### src/rtl/datapath_pkg.sv
// Shared definitions for the single-bus CPU datapath: ALU opcodes and bus-source priority.
package datapath_pkg;

   typedef enum logic [4:0] {
      OP_AND  = 5'b00011,
      OP_OR   = 5'b00100,
      OP_ADD  = 5'b00101,
      OP_SUB  = 5'b00110,
      OP_SHR  = 5'b00111,
      OP_SHRA = 5'b01000,
      OP_SHL  = 5'b01001,
      OP_ROR  = 5'b01010,
      OP_ROL  = 5'b01011,
      OP_MUL  = 5'b01100,
      OP_DIV  = 5'b01101,
      OP_NEG  = 5'b01110,
      OP_NOT  = 5'b01111
   } alu_op_e;

   // Declaration order is the bus priority order, highest first.
   typedef enum logic [3:0] {
      SRC_NONE,
      SRC_MDR,
      SRC_PC,
      SRC_ZHI,
      SRC_ZLO,
      SRC_HI,
      SRC_LO,
      SRC_C,
      SRC_REG
   } bus_src_e;

   function automatic bus_src_e bus_pick(
      input logic        mdr_out,
      input logic        pc_out,
      input logic        zhi_out,
      input logic        zlo_out,
      input logic        hi_out,
      input logic        lo_out,
      input logic        c_out,
      input logic [15:0] r_out
   );
      if (mdr_out)       return SRC_MDR;
      else if (pc_out)   return SRC_PC;
      else if (zhi_out)  return SRC_ZHI;
      else if (zlo_out)  return SRC_ZLO;
      else if (hi_out)   return SRC_HI;
      else if (lo_out)   return SRC_LO;
      else if (c_out)    return SRC_C;
      else if (|r_out)   return SRC_REG;
      else               return SRC_NONE;
   endfunction

   // Lowest-numbered asserted register drive wins.
   function automatic logic [3:0] lowest_set(input logic [15:0] v);
      logic [3:0] idx;
      idx = '0;
      for (int unsigned i = 16; i > 0; i--) begin
         if (v[i-1]) idx = 4'(i - 1);
      end
      return idx;
   endfunction

endpackage

### src/rtl/datapath_alu.sv
// Combinational 64-bit-result ALU: A = Y latch, B = bus.
// MUL/DIV exist only when DATAPATH_MULDIV_EN is defined.
module datapath_alu
   import datapath_pkg::*;
(
   input  logic [31:0] A,
   input  logic [31:0] B,
   input  logic [4:0]  opcode,
   output logic [63:0] result
);

   logic [4:0]  shamt;
   logic [31:0] ror_v;
   logic [31:0] rol_v;
   logic [31:0] sra_v;

   assign shamt = B[4:0];
   // Shifting a 32-bit value by 32 yields 0, so shamt == 0 degenerates cleanly.
   assign ror_v = (A >> shamt) | (A << (6'd32 - {1'b0, shamt}));
   assign rol_v = (A << shamt) | (A >> (6'd32 - {1'b0, shamt}));
   assign sra_v = $unsigned($signed(A) >>> shamt);

`ifdef DATAPATH_MULDIV_EN
   logic signed [63:0] prod;
   logic [31:0]        quo;
   logic [31:0]        rem;

   assign prod = $signed(A) * $signed(B);

   always_comb begin
      quo = '0;
      rem = '0;
      if (B == '0) begin
         quo = '1;
         rem = A;
      end else if (A == 32'h8000_0000 && B == '1) begin
         // Most-negative / -1 wraps to itself with zero remainder.
         quo = A;
         rem = '0;
      end else begin
         quo = $unsigned($signed(A) / $signed(B));
         rem = $unsigned($signed(A) % $signed(B));
      end
   end
`endif

   always_comb begin
      result = '0;
      case (alu_op_e'(opcode))
         OP_AND:  result = {32'h0, A & B};
         OP_OR:   result = {32'h0, A | B};
         OP_ADD:  result = {32'h0, A + B};
         OP_SUB:  result = {32'h0, A - B};
         OP_SHR:  result = {32'h0, A >> shamt};
         OP_SHRA: result = {32'h0, sra_v};
         OP_SHL:  result = {32'h0, A << shamt};
         OP_ROR:  result = {32'h0, ror_v};
         OP_ROL:  result = {32'h0, rol_v};
         OP_NEG:  result = {32'h0, 32'h0 - B};
         OP_NOT:  result = {32'h0, ~B};
`ifdef DATAPATH_MULDIV_EN
         OP_MUL:  result = prod;
         OP_DIV:  result = {rem, quo};
`endif
         default: result = '0;
      endcase
   end

endmodule

### src/rtl/datapath.sv
// Single-bus 32-bit CPU datapath: R0-R15, PC, IR, MAR, MDR, HI, LO, Y, Z on one shared bus.
// Optional MUL/DIV in the ALU is enabled by DATAPATH_MULDIV_EN.
module datapath
   import datapath_pkg::*;
(
   input  logic        Clock,
   input  logic        clear,
   input  logic [31:0] Mdatain,
   input  logic        Read,
   input  logic        IncPC,
   input  logic [15:0] Rin,
   input  logic [15:0] Rout,
   input  logic        PCin,
   input  logic        IRin,
   input  logic        Zin,
   input  logic        MDRin,
   input  logic        MARin,
   input  logic        Yin,
   input  logic        HIin,
   input  logic        LOin,
   input  logic        PCout,
   input  logic        Zhighout,
   input  logic        Zlowout,
   input  logic        HIout,
   input  logic        LOout,
   input  logic        MDRout,
   input  logic        Cout,
   input  logic [4:0]  opcode,
   output logic [31:0] BusMuxOut
);

   logic [31:0] r_q [16];
   logic [31:0] pc_q, ir_q, mar_q, mdr_q, hi_q, lo_q, y_q;
   logic [63:0] z_q;

   logic [31:0] pc_d, mdr_d;
   logic [63:0] z_d;
   logic [31:0] bus;
   logic [31:0] c_sext;
   bus_src_e    src;
   logic [3:0]  reg_idx;

   assign src     = bus_pick(MDRout, PCout, Zhighout, Zlowout, HIout, LOout, Cout, Rout);
   assign reg_idx = lowest_set(Rout);
   assign c_sext  = {{13{ir_q[18]}}, ir_q[18:0]};

   always_comb begin
      bus = '0;
      case (src)
         SRC_MDR:  bus = mdr_q;
         SRC_PC:   bus = pc_q;
         SRC_ZHI:  bus = z_q[63:32];
         SRC_ZLO:  bus = z_q[31:0];
         SRC_HI:   bus = hi_q;
         SRC_LO:   bus = lo_q;
         SRC_C:    bus = c_sext;
         SRC_REG:  bus = r_q[reg_idx];
         default:  bus = '0;
      endcase
   end

   assign BusMuxOut = bus;

   datapath_alu u_alu (
      .A      (y_q),
      .B      (bus),
      .opcode (opcode),
      .result (z_d)
   );

   assign pc_d  = IncPC ? pc_q + 32'd1 : bus;
   assign mdr_d = Read ? Mdatain : bus;

   always_ff @(posedge Clock) begin
      if (clear) begin
         for (int unsigned i = 0; i < 16; i++) r_q[i] <= '0;
         pc_q  <= '0;
         ir_q  <= '0;
         mar_q <= '0;
         mdr_q <= '0;
         hi_q  <= '0;
         lo_q  <= '0;
         y_q   <= '0;
         z_q   <= '0;
      end else begin
         for (int unsigned i = 0; i < 16; i++) begin
            if (Rin[i]) r_q[i] <= bus;
         end
         if (PCin)  pc_q  <= pc_d;
         if (IRin)  ir_q  <= bus;
         if (MARin) mar_q <= bus;
         if (MDRin) mdr_q <= mdr_d;
         if (HIin)  hi_q  <= bus;
         if (LOin)  lo_q  <= bus;
         if (Yin)   y_q   <= bus;
         if (Zin)   z_q   <= z_d;
      end
   end

   // MAR and the IR opcode field are consumed by the memory interface and control unit outside this block.
   logic unused_state;
   assign unused_state = ^{mar_q, ir_q[31:19]};

endmodule

### config.mk
export PLATFORM = sky130hd
export DESIGN_NAME = datapath
export DESIGN_NICKNAME = d
export VERILOG_FILES = /design/src/rtl/datapath_pkg.sv /design/src/rtl/datapath_alu.sv /design/src/rtl/datapath.sv
export SDC_FILE = /design/constraint.sdc
export NUM_CORES = 2
export LEC_CHECK = 0
export ABC_AREA = 1
export BUFFER_PORTS_ARGS = -buffer_cell sky130_fd_sc_hd__buf_2
export CAP_MARGIN = 20
export CORE_UTILIZATION = 40
export CTS_BUF_LIST = sky130_fd_sc_hd__clkbuf_8
export DETAILED_ROUTE_END_ITERATION = 10
export GPL_TIMING_DRIVEN = 0
export PLACE_DENSITY = 0.55
export SYNTH_ARGS = -nofsm -noshare
export SYNTH_HDL_FRONTEND = slang
export SYNTH_SLANG_ARGS = --single-unit
### constraint.sdc
create_clock -name Clock -period 11.1 [get_ports Clock]
set_input_delay 0.555 -clock Clock [delete_from_list [all_inputs] [get_ports Clock]]
set_output_delay 0.555 -clock Clock [all_outputs]
set_load 0.02 [all_outputs]
==> flow_summary.yaml <==
status:
  status: "completed"
layout:
  final_common_cell: "nand2_1"
  drive_gt1_share_pct: 8.64
  fin_nets: 6352
  final_cell_mix: "1688 x nand2_1, 1018 x nand3_1, 526 x nor2_1"
  stdcell_count: 7670
  area_growth_pct: 12.5
worst_setup_path:
  start_kind: "input port"
  critPathKind: "in -> reg"
  cpLargestDelayFamily: "compound AO/OA/AOI/OAI gates"
  crit_required_ns: 11.79
  max_stage_delay_ns: 1.00
  slowest_stage: "a221oi_1"
  worstPathArrival_ns: 10.22
  cp_max_fo: 10
  cp-end-kind: "register"
  path_buf_inv: 8
synth:
  synth_cell_types: 62
  ys_ff_latch: 723
  synthFlopType: "edfxtp_1"
  syn-num-nets: 6059
  avgSynthCellArea_um2: 7.51
  syn_area_um2: 44100
  yosysSeqAreaShare_pct: 44.5
  synth-edff-count: 512
  syn-instance-count: 5866
  yosys_warnings: 0
  async_reset_ff_share_pct: 0
placement:
  dp_slack_ns: 1.08
  numPortBuffers: 110
  place_inst: 7417
  gp_congestion: 1.11
  dp_hpwl_um: 180000
power:
  power.leakage_nw: 21.7
  power_switching_share_pct: 36.1
  seq_power_share_pct: 41.8
  p_clk_share_pct: 32.9
  cellPowerDensity_nw_per_um2: 151
  peakVddDrop_v: 0.0000910
  combPwrFrac_pct: 25.3
  power_switching_mw: 2.70
  p_int_mw: 4.77
flow_run:
  maxCapViolCount: 0
floorplanning:
  start_util_pct: 40.4
  die_h_um: 334
  core_um2: 109000
  die_w_um: 334
  boundaryPins: 120
  rows: 121
  die-area_um2: 112000
sta:
  setup_tns_ns: 0
  worstMarginPinSlew_ns: 1.36
  clock.fmax_mhz: 105
  timing.final.hold_violations: 0
  fin_crit_sh_pct: 85.9
  final-max-slew-violation-count: 0
  min_period_ns: 9.53
  relSlewSlack_pct: 8.65
  rsz0062_at_grt: "no"
  skew_ns: 0.0648
  setup_ws_ns: 1.57
  setup_viol: 0
drt:
  ant_nets: 0
  wl_met3_um: 27700
  firstDrtPassIters: 7
  drt_iter0_drc: 6885
  via_per_inst: 6.11
  dr_total_vias: 46849
  drt-met1-wl_um: 94100
  highest_layer: "met5"
  drc_errors: 0
  route.met2.wl_um: 101000
  wirelength_um: 238000
  detail_route.wl_per_cell_um: 31.0
global_route:
  grt_first_pass_wirelength_um: 328000
  grt_pass1_vias: 42843
  grt_max_degree: 23
  grtUsageTotal_pct: 41.8
  antenna_found_initial: 14
  grt-ovfl-total: 0
clock_network:
  htree_levels: 4
  clk_path_buf_depth: 3
  cts_sinks: 723
  clk_latency_ns: 0.85
  cts_buffers: 133
  cts_tree: "yes"
  cts_setup_buffers: 0
  root_buffer: "clkbuf_8"
  clkTransAtPathRegs_ns: 0.06
  cts_resized: 0
worst_hold_path:
  hold_class: "in -> reg"
[area by class of cell]
| type | count | area, um2 |
|---|---|---|
| diodes | 6 | 15.0 |
| flip-flops and latches | 723 | 19600 |
| inverters | 429 | 1610 |
| repair buffers | 158 | 1260 |
| multi-input cells | 4311 | 21100 |
| well taps | 1414 | 1770 |
| plain buffers | 403 | 1820 |
| fillers | 11342 | 59400 |
| clock buffers | 142 | 1950 |
| clock inverters | 84 | 485 |
[synthesized netlist by cell type, types with 23 or more instances]
library cell	instances	area share [%]
dfxtp_1	211	9.6
a221oi_1	33	0.66
nand4_1	67	0.95
o211ai_1	186	3.2
buf_1	94	0.80
or2_2	23	0.33
inv_1	390	3.3
ha_1	103	2.9
o21ai_0	125	1.4
clkbuf_1	149	1.3
xor2_1	25	0.50
buf_2	131	1.5
a21oi_1	280	3.2
nand2_1	1688	14
edfxtp_1	512	35
nand3_1	1018	12
o21ai_1	30	0.34
nor2_1	526	4.5
[final timing paths]
path | slack, ns | start | endpoint | cells past startpoint
max | 1.57 | LOout | z_q[19] | 35
min | 0.04 | Mdatain[9] | mdr_q[9] | 3
max reg2reg | 3.13 | pc_q[4] | z_q[22] | 30
min reg2reg | 0.47 | mdr_q[20] | mdr_q[20] | 2
[per-stage QoR]
stage               hold slack (ns)  util [%]  total power, mW  instance area (um2)
floorplan                     0.444         -             4.19                44100
global placement              0.453      42.6             4.95                46400
detailed placement            0.455      43.0             4.97                46900
CTS                         0.00104      45.5             7.39                49500
global route                 0.0379      45.5             7.67                49600
finish                       0.0383      45.5             7.47                49600
[power by group through the flow]
stage	Clock [mW]	Sequential, mW	Combinational (mW)
after floorplan	0	3.15	1.04
after global placement	0	3.17	1.78
after detailed placement	0	3.17	1.79
after CTS	2.46	3.12	1.81
after global routing	2.57	3.13	1.97
final	2.46	3.12	1.89
[timing repair]
action	CTS	global route
hold endpoints to repair	21	0
hold buffers	21	0
endpoints found under the setup margin	0	0
[logic make-up (layout without fill, tap and decap cells)]
family / count (synthesis) / count (layout) / synth area share, %
flip-flops: 723 / 723 / 44.5
AND/OR/NAND/NOR: 3397 / 3397 / 33.0
XOR/XNOR: 46 / 46 / 0.914
other: 0 / 6 / 0
adder cells (fa/ha/maj): 105 / 105 / 3.01
multiplexers: 2 / 2 / 0.0454
AO/OA/AOI/OAI: 761 / 761 / 10.7
buffers and inverters: 832 / 1216 / 7.79
[worst register-to-register path: cells and delay by family, from the launching register on]
family,cells,cell delay [ns]
flops,1,0.39
fa+ha+maj,1,0.38
buf+inv,5,2.04
compound gates,9,2.89
simple gates,15,2.12
[routing by layer]
metal	GRT usage (%)	vias to the layer above
met2	62.2	3141
met1	55.1	22484
met3	10.7	677
met4	23.4	14
met5	0	-
li1	-	20533
[sequential cells by signal (all words and copies together), names as in the netlist]
register	flops
y_q	32
lo_q	32
ir_q	19
mdr_q	32
hi_q	32
z_q	32
r_q	512
pc_q	32
Note: power is estimated with default switching activity, not from simulation.
